### src/rtl/inv_sub_bytes_seq.sv
// Iterative AES InvSubBytes stage: substitutes BYTES_PER_CYCLE state bytes per clock
// using an arithmetic inverse S-box, with valid/ready handshakes on both sides.
module inv_sub_bytes_seq #(
    parameter int BYTES_PER_CYCLE = 4
) (
    input  logic         clk,
    input  logic         rst_n,
    input  logic         in_valid,
    output logic         in_ready,
    input  logic [127:0] in_data,
    output logic         out_valid,
    input  logic         out_ready,
    output logic [127:0] out_data,
    output logic         busy
);

    localparam int N       = 16 / BYTES_PER_CYCLE;
    localparam int CNT_W   = (N > 1) ? $clog2(N) : 1;
    localparam int CHUNK_W = 8 * BYTES_PER_CYCLE;

    generate
        if (!(BYTES_PER_CYCLE == 1 || BYTES_PER_CYCLE == 2 || BYTES_PER_CYCLE == 4 ||
              BYTES_PER_CYCLE == 8 || BYTES_PER_CYCLE == 16)) begin : g_bad_param
            $error("inv_sub_bytes_seq: BYTES_PER_CYCLE must be 1, 2, 4, 8 or 16");
        end
    endgenerate

    typedef enum logic [1:0] {IDLE, RUN, DONE} state_t;

    state_t               state_reg, state_next;
    logic [CNT_W-1:0]     cnt_reg, cnt_next;
    logic [127:0]         data_reg, data_next;
    logic [127:0]         run_data;
    logic [CHUNK_W-1:0]   chunk_in, chunk_sub;
    logic [6:0]           sel_shift;

    function automatic logic [7:0] gf_mul(input logic [7:0] a, input logic [7:0] b);
        logic [7:0] p;
        logic [7:0] aa;
        p  = 8'h00;
        aa = a;
        for (int i = 0; i < 8; i++) begin
            if (b[i]) p = p ^ aa;
            aa = {aa[6:0], 1'b0} ^ (aa[7] ? 8'h1B : 8'h00);
        end
        return p;
    endfunction

    // y^254 = y^2 * y^4 * ... * y^128; a zero input yields zero naturally.
    function automatic logic [7:0] gf_inv(input logic [7:0] x);
        logic [7:0] sq;
        logic [7:0] acc;
        sq  = x;
        acc = 8'h01;
        for (int i = 1; i < 8; i++) begin
            sq  = gf_mul(sq, sq);
            acc = gf_mul(acc, sq);
        end
        return acc;
    endfunction

    function automatic logic [7:0] inv_affine(input logic [7:0] x);
        logic [7:0] b;
        logic [7:0] c;
        c = 8'h05;
        for (int i = 0; i < 8; i++) begin
            b[i] = x[(i + 2) % 8] ^ x[(i + 5) % 8] ^ x[(i + 7) % 8] ^ c[i];
        end
        return b;
    endfunction

    function automatic logic [7:0] inv_sbox(input logic [7:0] x);
        return gf_inv(inv_affine(x));
    endfunction

    // Chunk 0 is the most significant CHUNK_W bits of the state.
    assign sel_shift = 7'((N - 1 - int'(cnt_reg)) * CHUNK_W);
    assign chunk_in  = CHUNK_W'(data_reg >> sel_shift);

    genvar gi;
    generate
        for (gi = 0; gi < BYTES_PER_CYCLE; gi++) begin : g_sbox
            assign chunk_sub[CHUNK_W-1-8*gi -: 8] = inv_sbox(chunk_in[CHUNK_W-1-8*gi -: 8]);
        end
        for (gi = 0; gi < N; gi++) begin : g_merge
            assign run_data[127-gi*CHUNK_W -: CHUNK_W] =
                (cnt_reg == CNT_W'(gi)) ? chunk_sub : data_reg[127-gi*CHUNK_W -: CHUNK_W];
        end
    endgenerate

    always_ff @(posedge clk or negedge rst_n) begin
        if (!rst_n) begin
            state_reg <= IDLE;
            cnt_reg   <= '0;
            data_reg  <= '0;
        end else begin
            state_reg <= state_next;
            cnt_reg   <= cnt_next;
            data_reg  <= data_next;
        end
    end

    always_comb begin
        state_next = state_reg;
        cnt_next   = cnt_reg;
        data_next  = data_reg;
        case (state_reg)
            IDLE: begin
                if (in_valid) begin
                    data_next  = in_data;
                    cnt_next   = '0;
                    state_next = RUN;
                end
            end
            RUN: begin
                data_next = run_data;
                if (cnt_reg == CNT_W'(N - 1)) begin
                    cnt_next   = '0;
                    state_next = DONE;
                end else begin
                    cnt_next = cnt_reg + 1'b1;
                end
            end
            DONE: begin
                if (out_ready) state_next = IDLE;
            end
            default: state_next = IDLE;
        endcase
    end

    assign in_ready  = (state_reg == IDLE);
    assign out_valid = (state_reg == DONE);
    assign busy      = (state_reg != IDLE);
    assign out_data  = data_reg;

endmodule
### config.mk
export PLATFORM = sky130hd
export DESIGN_NAME = inv_sub_bytes_seq
export DESIGN_NICKNAME = d
export VERILOG_FILES = /design/src/rtl/inv_sub_bytes_seq.sv
export SDC_FILE = /design/constraint.sdc
export NUM_CORES = 2
export LEC_CHECK = 0
export BUFFER_PORTS_ARGS = -buffer_cell sky130_fd_sc_hd__buf_2
export CORE_ASPECT_RATIO = 0.5
export CORE_MARGIN = 4
export CORE_UTILIZATION = 35
export CTS_CLUSTER_SIZE = 16
export DETAILED_ROUTE_END_ITERATION = 10
export HOLD_SLACK_MARGIN = 0.1
export SLEW_MARGIN = 5
export SYNTH_ARGS = -nofsm -noshare
export SYNTH_HDL_FRONTEND = slang
export SYNTH_SLANG_ARGS = --single-unit
### constraint.sdc
create_clock -name clk -period 23.9 [get_ports clk]
set_input_delay 1.195 -clock clk [delete_from_list [all_inputs] [get_ports clk]]
set_output_delay 1.195 -clock clk [all_outputs]
set_load 0.01 [all_outputs]
==> summary.txt <==
Clock network
  – Clock transition at path regs: 0.07 ns
  – Clk root buf: clkbuf_16
  – Setup repair bufs after CTS: 0
  – Clk sink count: 132
  – Clock tree from TritonCTS: built
  – Number of hold buffers added after CTS: 0
  – Gates resized, CTS repair: 0
  – Number of clock buffers inserted by TritonCTS: 17
  – Clock insertion delay at the later pin of the skew report: 0.46 ns
  – H-tree levels: 4
  – Buffers from clock root to sink, at most: 2

Worst setup path
  – Worst EP arrival: 21.66 ns
  – Critical path startpoint category: flop
  – CP Max Fanout: 28
  – Worst setup EP type: flop
  – Most frequent cell on the critical path: xnor2_1
  – Slowest cell delay on critical path: 1.00 ns
  – Critical path class: reg2reg
  – Cell with the biggest individual delay on the critical path: xnor3_1
  – Data required, critical path: 24.22 ns

Detailed routing
  – Initial DRC count: 6168
  – WL per Instance: 18.79 um
  – Via count of the routed design: 63397
  – First-pass iteration count of the detailed router: 6
  – Post-detailed-route DRC marker count: 0
  – Total Wirelength: 211800 um
  – Drt via density: 5.622
  – Antenna Nets Post-Route: 0

Synthesis
  – Synth cell count leaders: 1637 x xnor2_1, 1355 x nor2_1, 834 x nand2_1
  – Post-synth top flop: dfrtp_1
  – Count of flip-flops with a built-in enable after synthesis: 0
  – Most area-hungry cell type in the Yosys netlist: xnor2_1
  – Seq cells post-synth: 132
  – Cells after Synth: 8847
  – Yosys warning total: 0
  – Mapped Area: 65600 um2
  – Fraction of synthesized cell area taken by the top area cell type: 21.86%
  – Top-count cell post-synth: xnor2_1
  – Fraction of registers with async set/reset: 100.0%
  – Synth Area per Inst: 7.415 um2
  – Top cells by area in the synthesized netlist: xnor2_1 22%, xnor3_1 8.2%, nor2_1 7.8%, xor2_1 5.3%, dfrtp_1 5.0%
  – Seq/Total Area, Yosys: 5.035%
  – Number of distinct library cells after synthesis: 135
  – Synthesized netlist net count: 9011

Floorplan
  – Initial standard-cell utilization of the core: 35.20%
  – Number of placed I/O pins: 263
  – Floorplan Core Area: 186400 um2
  – Die outline width: 620.2 um
  – Row count: 112
  – Die height: 314.1 um
  – Area enclosed by the die boundary: 194800 um2

Placement
  – Placed instance count: 11242
  – Final HPWL DP: 153800 um
  – Cell area after placement: 69570 um2
  – Input/output buffers: 262
  – Placer congestion estimate: 0.9020

Cells and area
  – Final net count: 8917
  – Proportion of layout cells with a drive suffix above 1: 11.75%
  – Area added between synthesis and finish: 7.029%
  – Number of flip-flops in the largest register: 128
  – Non-filler instance count after layout: 11277
  – Post-Layout Inst Area: 70210 um2

Timing
  – Slew HR: 18.27%
  – Clock Skews: 0.01208 ns
  – Fin crit share: 89.29%
  – RSZ-0062 raised after global routing: no
  – TNS Setup: 0 ns
  – Final number of hold-violating endpoints: 0
  – Clock period minus final worst setup slack: 21.34 ns
  – Highest attainable clock frequency: 46.86 MHz
  – Hold slack: 0.4989 ns
  – Count of pins over their slew limit: 0
  – Actual slew at the worst max-slew pin: 1.217 ns
  – Number of setup violations in the final report: 0

Global routing
  – Maximum number of pins on one net before global-route repair: 82
  – Remaining Overflow, GRT: 0
  – Antenna violations before repair: 2
  – Via count of the first global-routing pass: 58342
  – Global-route wire length before repair: 336400 um
  – Global Route Usage Sum: 20.70%

Run status
  – Run status: finished clean

Hold path
  – Path type of the worst min-delay path: reg2reg

Run
  – Maximum capacitance violations: 0
[stage by stage]
| stage | setup WS [ns] | utilization, % |
|---|---|---|
| after floorplan | 6.216 | - |
| after global placement | 2.894 | 37.32 |
| after detailed placement | 2.906 | 37.32 |
| after CTS | 2.785 | 37.67 |
| after global routing | 0.9439 | 37.67 |
| final | 2.559 | 37.67 |
[per-layer routing]
metal  track usage, %  vias to the layer above  wire [um]
li1                 -                    30645          -
met1            28.79                    30211      94600
met2            34.33                     2258      99120
met3            1.060                      283      11010
met4            6.744                        0       7112
met5                0                        -          0
[cells by family after synthesis]
group	after synthesis	synth area share, %
AO/OA/AOI/OAI	1962	19.70
multiplexers	325	5.741
AND/OR/NAND/NOR	3142	21.11
flip-flops	132	5.035
buffers and inverters	727	4.875
adder cells (fa/ha/maj)	40	0.7324
XOR/XNOR	2519	42.81
[worst max-delay path: cells and delay by family, from the launching register on]
family / cells / cell delay, ns
adders and majority gates: 3 / 1.53
xor gates and xnor gates: 26 / 9.41
AOI/OAI and AO/OA: 9 / 1.88
buffers and inverters: 5 / 1.64
and+or+nand+nor: 17 / 4.47
muxes: 3 / 1.49
DFF: 1 / 0.71
[final timing paths]
path                                               start                         to  slack, ns  cells past startpoint
worst max-delay path              cnt_reg[0]$_DFFE_PN0P_  out_data[107]$_DFFE_PN0P_       2.56                     63
worst min-delay path            out_data[32]$_DFFE_PN0P_   out_data[32]$_DFFE_PN0P_       0.50                      2
worst max register to register    cnt_reg[0]$_DFFE_PN0P_  out_data[107]$_DFFE_PN0P_       2.56                     63
worst min register to register  out_data[32]$_DFFE_PN0P_   out_data[32]$_DFFE_PN0P_       0.50                      2
max in group asynchronous                          rst_n     cnt_reg[0]$_DFFE_PN0P_      21.76                      2
min in group asynchronous                          rst_n   out_data[98]$_DFFE_PN0P_       0.75                      1
[area by class of cell]
class / count / area [um2]
clock inverters: 15 / 210.2
well taps: 2508 / 3138
clock buffers: 17 / 425.4
flip-flops and latches: 132 / 3308
repair buffers: 514 / 3209
fillers: 19552 / 116200
multi-input cells: 7988 / 59530
inverters: 100 / 376.6
diodes: 3 / 7.507
[cells in the final DEF, fill, tap and decap left out, types with 113 or more instances in the layout]
| master | Yosys | layout |
|---|---|---|
| nand3_1 | 213 | 213 |
| buf_4 | 43 | 252 |
| nor2_1 | 1355 | 1354 |
| xor2_1 | 400 | 395 |
| xnor2_1 | 1637 | 1589 |
| o22ai_1 | 113 | 113 |
| nand2_1 | 834 | 834 |
| xnor2_2 | 111 | 158 |
| mux2i_1 | 234 | 234 |
| xnor3_1 | 240 | 240 |
| nor3_1 | 239 | 239 |
| o21ai_0 | 369 | 368 |
| buf_2 | 156 | 261 |
| a21oi_1 | 466 | 466 |
| dfrtp_1 | 132 | 130 |
Power is not shown: default switching activity piles up to over one toggle a cycle in this logic, so the estimate is an artifact.
